### config.mk
export PLATFORM = sky130hd
export DESIGN_NAME = evt_time_unit_mc
export DESIGN_NICKNAME = d
export VERILOG_FILES = /design/src/rtl/evt_time_unit_mc.sv
export SDC_FILE = /design/constraint.sdc
export NUM_CORES = 1
export LEC_CHECK = 0
export CORE_UTILIZATION = 30
export CTS_CLUSTER_DIAMETER = 60
export CTS_CLUSTER_SIZE = 10
export DETAILED_ROUTE_END_ITERATION = 7
export HOLD_SLACK_MARGIN = 0.05
export PLACE_DENSITY = 0.64
export SLEW_MARGIN = 20
export SYNTH_ARGS = -nofsm -noshare
export SYNTH_HDL_FRONTEND = slang
export SYNTH_SLANG_ARGS = --single-unit
### constraint.sdc
create_clock -name clk_i -period 2.5 [get_ports clk_i]
set_input_delay 0.375 -clock clk_i [delete_from_list [all_inputs] [get_ports clk_i]]
set_output_delay 0.375 -clock clk_i [all_outputs]
set_load 0.005 [all_outputs]
### src/rtl/evt_time_unit_mc.sv
//==============================================================================
// Module   : evt_time_unit_mc
// Brief    : Forks time/synch events to N_CH channels and commits TIME stamps
//            into a global time register with wrap (epoch) tracking.
//            Optional dispatch watchdog: define SNE_TIME_UNIT_WATCHDOG_EN.
// Revision : 1.0 - initial release
//==============================================================================
`default_nettype none

module evt_time_unit_mc #(
    parameter int              N_CH        = 4,
    parameter int              TS_W        = 32,
    parameter int              OP_W        = 4,
    parameter logic [OP_W-1:0] OP_TIME     = 4'h1,
    parameter logic [OP_W-1:0] OP_SYNCH    = 4'h2,
    parameter int              EPOCH_W     = 8,
    parameter int              TIMEOUT_CYC = 256
) (
    input  logic               clk_i,
    input  logic               rst_i,
    input  logic               evt_valid_i,
    output logic               evt_ready_o,
    input  logic [OP_W-1:0]    evt_op_i,
    input  logic [TS_W-1:0]    evt_ts_i,
    input  logic [N_CH-1:0]    synch_mask_i,
    input  logic               hold_i,
    output logic [N_CH-1:0]    ch_valid_o,
    input  logic [N_CH-1:0]    ch_ready_i,
    output logic [OP_W-1:0]    ch_op_o,
    output logic [TS_W-1:0]    ch_ts_o,
    output logic [TS_W-1:0]    global_time_o,
    output logic [EPOCH_W-1:0] global_epoch_o,
    output logic               time_stable_o,
    output logic               err_timeout_o
);

    typedef enum logic [0:0] {
        IDLE     = 1'b0,
        DISPATCH = 1'b1
    } state_t;

    state_t               state_q, state_d;
    logic                 ready_q, ready_d;
    logic [OP_W-1:0]      op_q, op_d;
    logic [TS_W-1:0]      ts_q, ts_d;
    logic [N_CH-1:0]      pend_q, pend_d;
    logic                 commit_pend_q, commit_pend_d;
    logic [TS_W-1:0]      gtime_q, gtime_d;
    logic [EPOCH_W-1:0]   epoch_q, epoch_d;
    logic                 stable_q, stable_d;

    logic [N_CH-1:0]      hs;
    logic                 wd_fire;

    assign hs = pend_q & ch_ready_i;

`ifdef SNE_TIME_UNIT_WATCHDOG_EN
    localparam int CNT_W = $clog2(TIMEOUT_CYC + 1);

    logic [CNT_W-1:0] wd_cnt_q, wd_cnt_d;
    logic             err_q, err_d;

    // Counts consecutive handshake-free cycles while deliveries are outstanding.
    always_comb begin
        wd_cnt_d = '0;
        wd_fire  = 1'b0;
        err_d    = err_q;
        if (state_q == DISPATCH && pend_q != '0) begin
            if (|hs) begin
                wd_cnt_d = '0;
            end else if (wd_cnt_q == CNT_W'(TIMEOUT_CYC - 1)) begin
                wd_fire = 1'b1;
                err_d   = 1'b1;
            end else begin
                wd_cnt_d = wd_cnt_q + 1'b1;
            end
        end
    end

    always_ff @(posedge clk_i) begin
        if (rst_i) begin
            wd_cnt_q <= '0;
            err_q    <= 1'b0;
        end else begin
            wd_cnt_q <= wd_cnt_d;
            err_q    <= err_d;
        end
    end

    assign err_timeout_o = err_q;
`else
    assign wd_fire       = 1'b0;
    // Without the watchdog the error can never be raised.
    assign err_timeout_o = (TIMEOUT_CYC < 0);
`endif

    always_comb begin
        state_d       = state_q;
        op_d          = op_q;
        ts_d          = ts_q;
        pend_d        = pend_q;
        commit_pend_d = commit_pend_q;
        gtime_d       = gtime_q;
        epoch_d       = epoch_q;
        stable_d      = stable_q;

        case (state_q)
            IDLE: begin
                if (evt_valid_i && ready_q) begin
                    op_d          = evt_op_i;
                    ts_d          = evt_ts_i;
                    pend_d        = (evt_op_i == OP_SYNCH) ? synch_mask_i : '1;
                    commit_pend_d = (evt_op_i == OP_TIME);
                    if (evt_op_i == OP_TIME) begin
                        stable_d = 1'b0;
                    end
                    state_d = DISPATCH;
                end
            end
            DISPATCH: begin
                pend_d = wd_fire ? '0 : (pend_q & ~ch_ready_i);
                if (commit_pend_q && !hold_i) begin
                    gtime_d       = ts_q;
                    commit_pend_d = 1'b0;
                    // A strictly smaller stamp means the timestamp counter wrapped.
                    if (ts_q < gtime_q) begin
                        epoch_d = epoch_q + 1'b1;
                    end
                end
                if (pend_d == '0 && !commit_pend_d) begin
                    state_d  = IDLE;
                    stable_d = 1'b1;
                end
            end
            default: state_d = IDLE;
        endcase

        ready_d = (state_d == IDLE);
    end

    always_ff @(posedge clk_i) begin
        if (rst_i) begin
            state_q       <= IDLE;
            ready_q       <= 1'b0;
            op_q          <= '0;
            ts_q          <= '0;
            pend_q        <= '0;
            commit_pend_q <= 1'b0;
            gtime_q       <= '0;
            epoch_q       <= '0;
            stable_q      <= 1'b0;
        end else begin
            state_q       <= state_d;
            ready_q       <= ready_d;
            op_q          <= op_d;
            ts_q          <= ts_d;
            pend_q        <= pend_d;
            commit_pend_q <= commit_pend_d;
            gtime_q       <= gtime_d;
            epoch_q       <= epoch_d;
            stable_q      <= stable_d;
        end
    end

    assign evt_ready_o    = ready_q;
    assign ch_valid_o     = pend_q;
    assign ch_op_o        = op_q;
    assign ch_ts_o        = ts_q;
    assign global_time_o  = gtime_q;
    assign global_epoch_o = epoch_q;
    assign time_stable_o  = stable_q;

endmodule

`default_nettype wire

==> results.rst, run 1 <==
.. list-table::
   :header-rows: 1

   * - Metric
     - Value
   * - Number of antenna diodes
     - 0
   * - Total number of yosys warnings
     - 0
   * - Postcts setup bufs
     - 0
   * - Status
     - completed
   * - Routability congestion estimate
     - 0.757
   * - Worst-margin pin slew
     - 536 ps
   * - First-pass iteration count of the detailed router
     - 4
   * - Placement Rows
     - 41
   * - Final instance count without filler cells
     - 811
   * - Arrival time at the worst endpoint
     - 2510 ps
   * - Fraction of synthesized cell area taken by the top area cell type
     - 42.4%
   * - Hold Violations, Final
     - 0
   * - Iteration-0 DRC count of the detailed router
     - 182
   * - Maximum number of pins on one net before global-route repair
     - 51
   * - Static Leakage
     - 2.05 nW
   * - Gr usage total
     - 16.5%
   * - Start-to-end type of the worst setup path
     - reg -> reg
   * - Post-layout min period
     - 2280 ps
   * - Total of cells resized after clock tree synthesis
     - 0
   * - Top achievable clock speed
     - 439 MHz
   * - Most used routing layer in global routing
     - met2
   * - Total via count in the routed design
     - 3760
   * - Port-buffer cells
     - 129
   * - Area inside the core boundary
     - 0.0128 sq mm
   * - Number of sinks driven by the clock tree
     - 84
   * - Sum of routed wire length over all layers
     - 10700 um
   * - Number of buffers created by CTS
     - 9
   * - CTS root buffer
     - clkbuf_16
   * - Most frequently used cell type in the post-synthesis netlist
     - nand2_1
   * - H-tree level count
     - 3
   * - GR met1 Demand/Resource
     - 20.2%
   * - Final Util
     - 45.1%
   * - Share of post-route cells with drive strength above 1
     - 6.26%
   * - Clock tree from TritonCTS
     - done
   * - Dominant register cell in the synthesized netlist
     - dfxtp_1
   * - Number of routed nets with antenna violations
     - 0
   * - Slew Limit Fails
     - 0
   * - Vias in the first global route
     - 3578
   * - Worst setup SP type
     - register
   * - Worst-skew pair later-pin latency
     - 340 ps
   * - Layout fillers
     - 1277
   * - Worst min path class
     - reg -> reg
   * - MaxCap Viol Count
     - 0
   * - Wire length per cell after detailed routing
     - 13.2 um
   * - Gr ovfl total
     - 0
   * - Slew headroom
     - 64.3%
   * - Dominant cell type by area after synthesis
     - dfxtp_1
   * - Setup_tns
     - 0 ps
   * - Global-route track usage on met2
     - 27.6%
   * - Vert. Die Dim
     - 117 um
   * - First-pass GRT wire length
     - 17200 um
   * - Clock transition time at the flip-flop clock pins of the worst setup and hold paths
     - 60 ps
   * - Fraction of registers with async set or reset after synthesis
     - 0%
   * - Total I/O pin count
     - 131
   * - NumNets Final
     - 714
   * - HPWL Detailed
     - 7840 um
   * - Total power divided by cell area
     - 572 mW/mm^2
   * - Clock Tree Buf Depth
     - 2
   * - Syn Area/Cell
     - 7.75 sq um
   * - Highest ir drop seen on vdd
     - 0.392 mV
   * - Internal reg-to-reg setup slack
     - 220 ps
   * - Cell variety after synth
     - 38
   * - Setup WS post-layout
     - 223 ps
   * - Post-Syn Nets
     - 592
   * - Worst-path maximum fanout
     - 5
   * - Inst Count DP
     - 795
   * - Setup-violating endpoint count in the final report
     - 0
   * - Hold Buf Count CTS
     - 0
   * - Mapped Area
     - 0.00397 sq mm
   * - Post-route DRC violation count
     - 0
   * - Unrepaired setup endpoints after global routing
     - false
   * - Top cells by area, synth
     - dfxtp_1 (42%), nand2_1 (15%), a21oi_1 (11%)
   * - Required arrival time at the worst endpoint
     - 2730 ps
   * - Post-placement setup slack
     - 114 ps
   * - Antenna violations before repair
     - 0
   * - Avg Vias per Cell
     - 4.64
   * - Initial core utilization
     - 31.1%
   * - Final Cycle Share
     - 91.1%
   * - Seq/Total Area, Yosys
     - 42.4%
   * - Die ar.
     - 0.0137 sq mm
   * - Sort of element at the end of the critical path
     - register
   * - Number of flops mapped to enable cells by yosys
     - 0
   * - Worst-case clock skew
     - 5.50 ps
   * - Die width
     - 117 um
   * - GRT met3 Usage
     - 5.30%
   * - Register bit count reported by yosys
     - 84
   * - Area growth from synthesis to final layout
     - 45.2%
   * - Commonest cells in the synthesized netlist
     - nand2_1 (154), a21oi_1 (90), dfxtp_1 (84)
   * - Cell count after synthesis
     - 512
   * - Worst Hold Margin
     - 457 ps
logic make-up (layout without fill, tap and decap cells):
logic type | Yosys count | count (layout) | synth area share [%]
AND/OR/NAND/NOR | 209 | 209 | 23.0
AO/OA/AOI/OAI | 115 | 115 | 16.0
flip-flops | 84 | 84 | 42.4
buffers and inverters | 63 | 190 | 6.15
adder cells (fa/ha/maj) | 32 | 32 | 10.1
multiplexers | 8 | 8 | 2.33
other | 1 | 1 | 0.0945
through the flow:
| stage | area (sq um) | total power, mW |
|---|---|---|
| global placement | 5450 | 1.94 |
| finish | 5770 | 3.30 |
| global route | 5770 | 3.45 |
| detailed placement | 5450 | 1.95 |
| CTS | 5770 | 3.35 |
| floorplan | 3970 | 1.71 |
where the power goes:
group,total (mW),internal (mW),switching [mW]
Clock,1.38,0.828,0.554
Combinational,0.492,0.248,0.244
Sequential,1.42,1.38,0.0413
Total,3.30,2.46,0.840
cell usage in the layout (no fill, tap or decap), types with 9 or more instances in the layout:
master	count
nand2_1	154
inv_1	35
nor2_1	17
nor2b_1	9
o21ai_0	11
ha_1	32
dfxtp_1	84
a21oi_1	90
clkdlybuf4s50_1	128
clkbuf_16	9
registers in the layout, indices dropped and copies added (netlist names):
register and count:
ch_ts_o 32, global_time_o 32, global_epoch_o 8, ch_op_o 4, ch_valid_o 4, commit_pend_q 1
evt_ready_o 1, state_q 1, time_stable_o 1
per-layer routing:
metal | part of all wire, % | wire (um)
met1 | 45 | 4800
met2 | 48 | 5150
met3 | 6.2 | 669
met4 | 1.1 | 123
met5 | 0 | 0
worst max-delay path: stages (launching register included):
cell	delay, ps
dfxtp_1	350
inv_1	50
ha_1	310
a21oi_1	150
o21a_1	130
a2bb2oi_1	270
nand2_2	150
a2111oi_2	390
mux2_1	350
worst paths after layout:
kind | start | end | depth (start not counted)
worst max-delay path | global_time_o[27]$_SDFFE_PP0P_ | global_epoch_o[7]$_SDFFE_PP0P_ | 8
worst max register to register | global_time_o[27]$_SDFFE_PP0P_ | global_epoch_o[7]$_SDFFE_PP0P_ | 8
worst min-delay path | ch_op_o[0]$_SDFFE_PP0P_ | ch_op_o[0]$_SDFFE_PP0P_ | 2
worst min register to register | ch_op_o[0]$_SDFFE_PP0P_ | ch_op_o[0]$_SDFFE_PP0P_ | 2
cell type report:
type | count | area (sq um) | share of cell area [%]
Tap cell | 172 | 215 | 3.73
Multi-Input combinational cell | 365 | 2050 | 35.6
Clock inverter | 5 | 60.1 | 1.04
Clock buffer | 11 | 253 | 4.38
Timing Repair Buffer | 138 | 1370 | 23.7
Inverter | 36 | 135 | 2.34
Sequential cell | 84 | 1680 | 29.2
Note: power is estimated with default switching activity, not from simulation.
==> run 2, diff against run 1 <==
- CELL_PAD_IN_SITES_DETAIL_PLACEMENT: unset -> 1
- CELL_PAD_IN_SITES_GLOBAL_PLACEMENT: unset -> 2
- CORE_UTILIZATION: 30 -> 26
- CTS_BUF_LIST: unset -> sky130_fd_sc_hd__clkbuf_4 sky130_fd_sc_hd__clkbuf_8
- PLACE_DENSITY: 0.64 -> 0.9
==> results.rst, run 2 (synthesis results as in run 1) <==
.. list-table::
   :header-rows: 1

   * - Metric
     - Value
   * - Number of buffers created by CTS
     - 9 (unchanged)
   * - Violations in the final reports
     - design-rule violations
   * - Slew Limit Fails
     - 0 (unchanged)
   * - Avg Vias per Cell
     - 4.69 (+1.2%)
   * - Global-route track usage on met2
     - 27.4% (-0.23 points)
   * - Gr usage total
     - 16.0% (-0.50 points)
   * - Post-route DRC violation count
     - 9 (+9)
   * - Multi-input gate area
     - 0.00206 sq mm (+0.30%)
   * - Worst min path class
     - reg -> reg
   * - Vert. Die Dim
     - 126 um (+7.3%)
   * - Min-Delay Path Depth
     - 2 (unchanged)
   * - Worst setup SP type
     - register
   * - Start-to-end type of the worst setup path
     - reg -> reg
   * - Total of cells resized after clock tree synthesis
     - 0 (unchanged)
   * - Postcts setup bufs
     - 0 (unchanged)
   * - Final Util
     - 38.8% (-6.3 points)
   * - First-pass iteration count of the detailed router
     - 6 (+2)
   * - Slew headroom
     - 60.3% (-4.0 points)
   * - Reg-to-Reg End
     - global_epoch_o[6]$_SDFFE_PP0P_
   * - Total power divided by cell area
     - 538 mW/mm^2 (-5.9%)
   * - Sort of element at the end of the critical path
     - register
   * - Sum of routed wire length over all layers
     - 12200 um (+14%)
   * - Most used routing layer in global routing
     - met2
   * - Area taken by flip-flops and latches
     - 0.00168 sq mm (unchanged)
   * - Worst-margin pin slew
     - 595 ps (+59.6 ps)
   * - Total I/O pin count
     - 131 (unchanged)
   * - Layout fillers
     - 1751 (+37%)
   * - Clock Tree Buf Depth
     - 2 (unchanged)
   * - Arrival time at the worst endpoint
     - 2570 ps (+60 ps)
   * - First-pass GRT wire length
     - 19900 um (+16%)
   * - Cell with the largest stage delay on the worst path
     - nor4_4
   * - Maximum number of pins on one net before global-route repair
     - 55 (+7.8%)
   * - Port-buffer cells
     - 129 (unchanged)
   * - Top achievable clock speed
     - 432 MHz (-1.6%)
   * - Gate power share
     - 16.5% (+1.6 points)
   * - Worst-skew pair later-pin latency
     - 370 ps (+30 ps)
   * - H-tree level count
     - 3 (unchanged)
   * - Setup_tns
     - 0 ps (unchanged)
   * - Status
     - finished with violations
   * - Highest ir drop seen on vdd
     - 0.223 mV (-43%)
   * - Critical path, cell by cell
     - inv_1 > ha_1 > nand4_2 > nor4_4 > inv_2 > nor3_4 > a211oi_1 > mux2_1
   * - Gr ovfl total
     - 0 (unchanged)
   * - Hold Buf Count CTS
     - 0 (unchanged)
   * - Antenna violations before repair
     - 0 (unchanged)
   * - Placement Rows
     - 44 (+7.3%)
   * - Static Leakage
     - 2.02 nW (-1.5%)
   * - MaxCap Viol Count
     - 0 (unchanged)
   * - Clock tree from TritonCTS
     - done
   * - Area inside the core boundary
     - 0.0147 sq mm (+15%)
   * - Routability congestion estimate
     - 0.734 (-3.1%)
   * - Area growth from synthesis to final layout
     - 43.7%
   * - Hold Violations, Final
     - 0 (unchanged)
   * - Switching power
     - 0.822 mW (-2.1%)
   * - Required arrival time at the worst endpoint
     - 2760 ps (+30 ps)
   * - Worst-path maximum fanout
     - 7 (+2)
   * - Register-to-Register Path Depth
     - 8 (unchanged)
   * - Iteration-0 DRC count of the detailed router
     - 116 (-36%)
   * - Post-layout min period
     - 2310 ps (+36.5 ps)
   * - End of the worst hold path
     - ch_op_o[0]$_SDFFE_PP0P_
   * - Launch instance of the worst register-to-register path
     - global_time_o[31]$_SDFFE_PP0P_
   * - Wire length per cell after detailed routing
     - 14.9 um (+12%)
   * - NumNets Final
     - 713 (-0.14%)
   * - Setup-violating endpoint count in the final report
     - 0 (unchanged)
   * - Cell internal power dissipation
     - 2.25 mW (-8.5%)
   * - Clock transition time at the flip-flop clock pins of the worst setup and hold paths
     - 80 ps (+20 ps)
   * - Worst-case clock skew
     - 13.4 ps (+7.91 ps)
   * - Die width
     - 126 um (+7.3%)
   * - Internal reg-to-reg setup slack
     - 190 ps (-40 ps)
   * - Unrepaired setup endpoints after global routing
     - false
   * - GRT met3 Usage
     - 5.56% (+0.26 points)
   * - Share of power burned in the clock network
     - 37.2% (-4.7 points)
   * - Commonest cells after routing, fill and taps aside
     - nand2_1 (154), clkdlybuf4s50_1 (128), a21oi_1 (90)
   * - Vias in the first global route
     - 4106 (+15%)
   * - GR met1 Demand/Resource
     - 18.2% (-2.0 points)
   * - Final Cycle Share
     - 92.5% (+1.5 points)
   * - Sequential group share of total power
     - 46.3% (+3.1 points)
   * - CTS root buffer
     - clkbuf_8
   * - HPWL Detailed
     - 9030 um (+15%)
   * - Most frequent standard cell in the layout excluding fill and tap cells
     - nand2_1
   * - Total via count in the routed design
     - 3858 (+2.6%)
   * - Beginning of the worst hold path
     - ch_op_o[0]$_SDFFE_PP0P_
   * - Number of sinks driven by the clock tree
     - 84 (unchanged)
   * - Switching Fraction
     - 26.8% (+1.3 points)
   * - Initial core utilization
     - 27.0% (-4.1 points)
   * - Maximum cell stage delay along the critical path
     - 420 ps (+30 ps)
   * - Number of antenna diodes
     - 0 (unchanged)
   * - Worst Hold Margin
     - 464 ps (+7.73 ps)
   * - Share of post-route cells with drive strength above 1
     - 6.27% (+0.0098 points)
   * - Die ar.
     - 0.0158 sq mm (+15%)
   * - Number of routed nets with antenna violations
     - 0 (unchanged)
## run 2: metal layers
metal  part of all wire (%)  vias up
met5                      0        -
met4                    1.7        0
met3                    5.9       16
met2                     48       96
met1                     44     1827
li1                       -     1919
## run 2: layout make-up
cell class	count	area share [%]
Multi-Input combinational cell	365	36.1
Timing Repair Buffer	137	23.9
Sequential cell	84	29.5
Clock buffer	11	2.65
Tap cell	184	4.04
Inverter	36	2.37
Clock inverter	5	1.47
## run 2: worst max-delay path by stage
stage | startpoint | to | slack [ps] | depth (start not counted)
final | global_time_o[31]$_SDFFE_PP0P_ | global_epoch_o[6]$_SDFFE_PP0P_ | 190 | 8
after global routing | global_time_o[29]$_SDFFE_PP0P_ | global_epoch_o[6]$_SDFFE_PP0P_ | 30 | 8
after CTS | global_time_o[17]$_SDFFE_PP0P_ | global_epoch_o[7]$_SDFFE_PP0P_ | 170 | 8
after detailed placement | hold_i | global_epoch_o[7]$_SDFFE_PP0P_ | 150 | 7
after global placement | hold_i | global_epoch_o[7]$_SDFFE_PP0P_ | 190 | 7
after floorplan | global_time_o[27]$_SDFFE_PP0P_ | global_epoch_o[7]$_SDFFE_PP0P_ | 370 | 8
## run 2: worst max-delay path: cells and delay by family, from the launching register on
family	cells	cell delay (ps)
AOI/OAI and AO/OA	1	140
and+or+nand+nor	3	940
muxes	1	330
buffers and inverters	2	130
DFF	1	350
adders and majority gates	1	320
## run 2: power groups by stage
| stage | clock network (mW) | registers (mW) | logic, mW |
|---|---|---|---|
| finish | 1.14 | 1.42 | 0.505 |
| global route | 1.25 | 1.43 | 0.560 |
| CTS | 1.19 | 1.42 | 0.511 |
| detailed placement | 0 | 1.46 | 0.508 |
| global placement | 0 | 1.45 | 0.494 |
| floorplan | 0 | 1.45 | 0.259 |
## run 2: metrics by stage
step | std cells | total power, mW | instance area (sq um) | setup slack (ps)
2_1_floorplan | 512 | 1.71 | 3970 | 373
3_3_place_gp | 806 | 1.95 | 5460 | 194
3_5_place_dp | 806 | 1.96 | 5460 | 149
4_1_cts | 822 | 3.12 | 5700 | 167
5_1_grt | 822 | 3.24 | 5700 | 31.5
6_report | 822 | 3.07 | 5700 | 187
==> run 3, diff against run 2 <==
- CORE_ASPECT_RATIO: unset -> 0.8
==> results.rst, run 3 (synthesis results as in run 1) <==
.. list-table::
   :header-rows: 1

   * - Metric
     - Value
   * - Sum of routed wire length over all layers
     - 12500 um (+2.5%)
   * - H-tree level count
     - 3 (unchanged)
   * - Number of routed nets with antenna violations
     - 0 (unchanged)
   * - First-pass GRT wire length
     - 20600 um (+3.3%)
   * - Routability congestion estimate
     - 0.757 (+3.1%)
   * - Share of post-route cells with drive strength above 1
     - 6.27% (unchanged)
   * - Slew Limit Fails
     - 0 (unchanged)
   * - Avg Vias per Cell
     - 4.57 (-2.7%)
   * - Layout fillers
     - 1798 (+2.7%)
   * - Maximum number of pins on one net before global-route repair
     - 48 (-13%)
   * - Die width
     - 140 um (+12%)
   * - Iteration-0 DRC count of the detailed router
     - 91 (-22%)
   * - Gr ovfl total
     - 0 (unchanged)
   * - Hold Violations, Final
     - 0 (unchanged)
   * - Highest ir drop seen on vdd
     - 0.297 mV (+34%)
   * - Area growth from synthesis to final layout
     - 43.0%
   * - Worst Hold Margin
     - 461 ps (-3.50 ps)
   * - Static Leakage
     - 2.01 nW (-0.10%)
   * - Internal reg-to-reg setup slack
     - 150 ps (-40 ps)
   * - Initial core utilization
     - 26.5% (-0.48 points)
   * - Min-Delay Path Depth
     - 2 (unchanged)
   * - MaxCap Viol Count
     - 0 (unchanged)
   * - Worst-margin pin slew
     - 532 ps (-63.1 ps)
   * - Worst-skew pair later-pin latency
     - 370 ps (about the same)
   * - Port-buffer cells
     - 129 (unchanged)
   * - Worst-path maximum fanout
     - 7 (unchanged)
   * - Slew headroom
     - 64.5% (+4.2 points)
   * - Clock transition time at the flip-flop clock pins of the worst setup and hold paths
     - 80 ps (about the same)
   * - Required arrival time at the worst endpoint
     - 2750 ps (about the same)
   * - Gr usage total
     - 16.8% (+0.78 points)
   * - Arrival time at the worst endpoint
     - 2610 ps (+40 ps)
   * - Total via count in the routed design
     - 3778 (-2.1%)
   * - Unrepaired setup endpoints after global routing
     - false
   * - Area inside the core boundary
     - 0.0150 sq mm (+1.8%)
   * - Clock Tree Buf Depth
     - 2 (unchanged)
   * - Postcts setup bufs
     - 0 (unchanged)
   * - Number of antenna diodes
     - 0 (unchanged)
   * - Top achievable clock speed
     - 425 MHz (-1.7%)
   * - Post-route DRC violation count
     - 0 (-9)
   * - End of the worst hold path
     - ch_op_o[1]$_SDFFE_PP0P_
   * - Launch instance of the worst register-to-register path
     - global_time_o[31]$_SDFFE_PP0P_
   * - Total power divided by cell area
     - 518 mW/mm^2 (-3.9%)
   * - Final Cycle Share
     - 94.1% (+1.6 points)
   * - Register-to-Register Path Depth
     - 8 (unchanged)
   * - Most frequent standard cell in the layout excluding fill and tap cells
     - nand2_1
   * - Commonest cells after routing, fill and taps aside
     - nand2_1 (154), clkdlybuf4s50_1 (128), a21oi_1 (90)
   * - Number of buffers created by CTS
     - 9 (unchanged)
   * - Startpoint of the most critical setup path
     - global_time_o[31]$_SDFFE_PP0P_
   * - Antenna violations before repair
     - 0 (unchanged)
   * - HPWL Detailed
     - 9330 um (+3.4%)
   * - Number of sinks driven by the clock tree
     - 84 (unchanged)
   * - Reg-to-Reg End
     - global_epoch_o[6]$_SDFFE_PP0P_
   * - Setup-violating endpoint count in the final report
     - 0 (unchanged)
   * - First-pass iteration count of the detailed router
     - 4 (-2)
   * - Vert. Die Dim
     - 113 um (-10%)
   * - Design Power
     - 2.94 mW (-4.3%)
   * - Post-layout min period
     - 2350 ps (+39.1 ps)
   * - NumNets Final
     - 714 (+0.14%)
   * - Clock tree from TritonCTS
     - done
   * - Worst min path class
     - reg -> reg
   * - Die ar.
     - 0.0158 sq mm (about the same)
   * - Start-to-end type of the worst setup path
     - reg -> reg
   * - Sort of element at the end of the critical path
     - register
   * - Wire length per cell after detailed routing
     - 15.2 um (+1.8%)
   * - Worst setup SP type
     - register
   * - Vias in the first global route
     - 3938 (-4.1%)
   * - CTS root buffer
     - clkbuf_8
   * - Placement Rows
     - 40 (-9.1%)
   * - Setup_tns
     - 0 ps (unchanged)
   * - Worst-case clock skew
     - 7.56 ps (-5.85 ps)
   * - Status
     - completed
   * - Beginning of the worst hold path
     - ch_op_o[1]$_SDFFE_PP0P_
   * - Total I/O pin count
     - 131 (unchanged)
-- run 3: cell types whose count changed in the layout (fill, tap and decap cells not counted), sizes merged --
cell,change
clkbuf,+2
clkinvlp,-2
buf,+1
bufinv,-1
-- run 3: per-layer routing --
| metal | global-route usage [%] | routed length [um] |
|---|---|---|
| met5 | 0 | 0 |
| met3 | 7.34 | 938 |
| met2 | 27.8 | 5780 |
| met1 | 20.0 | 5740 |
| met4 | 3.74 | 82 |
-- run 3: area by class of cell --
class | instances | area (sq um) | area share (%)
Multi-Input combinational cell | 365 | 2060 | 36.3
Sequential cell | 84 | 1680 | 29.6
Timing Repair Buffer | 138 | 1370 | 24.1
Tap cell | 189 | 236 | 4.16
Clock buffer | 13 | 160 | 2.82
Inverter | 36 | 135 | 2.38
Clock inverter | 2 | 35.0 | 0.617
-- run 3: stage by stage --
stage / std cells / utilization (%) / setup slack (ps) / instance area (sq um)
after floorplan: 512 / - / 373 / 3970
after global placement: 812 / 36.6 / 131 / 5480
after detailed placement: 812 / 36.6 / 86.0 / 5480
after CTS: 827 / 37.9 / 163 / 5670
after global routing: 827 / 37.9 / 0.283 / 5680
final: 827 / 37.9 / 148 / 5680
-- run 3: power breakdown --
part / switching [mW] / internal, mW / leakage, nW
registers: 0.0436 / 1.38 / 0.681
logic: 0.256 / 0.252 / 1.23
clock network: 0.490 / 0.517 / 0.104
total: 0.789 / 2.15 / 2.01
-- run 3: critical path: stages (launching register included) --
cell and delay (ps):
dfxtp_1 350, inv_1 50, ha_1 320, nand4_2 200, nor4_4 400, inv_2 80
nor3_4 350, a211oi_1 150, mux2_1 340
-- run 3: how the worst max path moves through the flow --
stage,depth (start not counted),end
finish,8,global_epoch_o[6]$_SDFFE_PP0P_
global route,8,global_epoch_o[6]$_SDFFE_PP0P_
CTS,8,global_epoch_o[7]$_SDFFE_PP0P_
detailed placement,7,global_epoch_o[7]$_SDFFE_PP0P_
global placement,7,global_epoch_o[7]$_SDFFE_PP0P_
floorplan,8,global_epoch_o[7]$_SDFFE_PP0P_
-- run 3: what timing repair did --
action | CTS | global route
endpoints found under the setup margin | 0 | 1
resized for setup | 0 | 1
hold buffers | 0 | 0
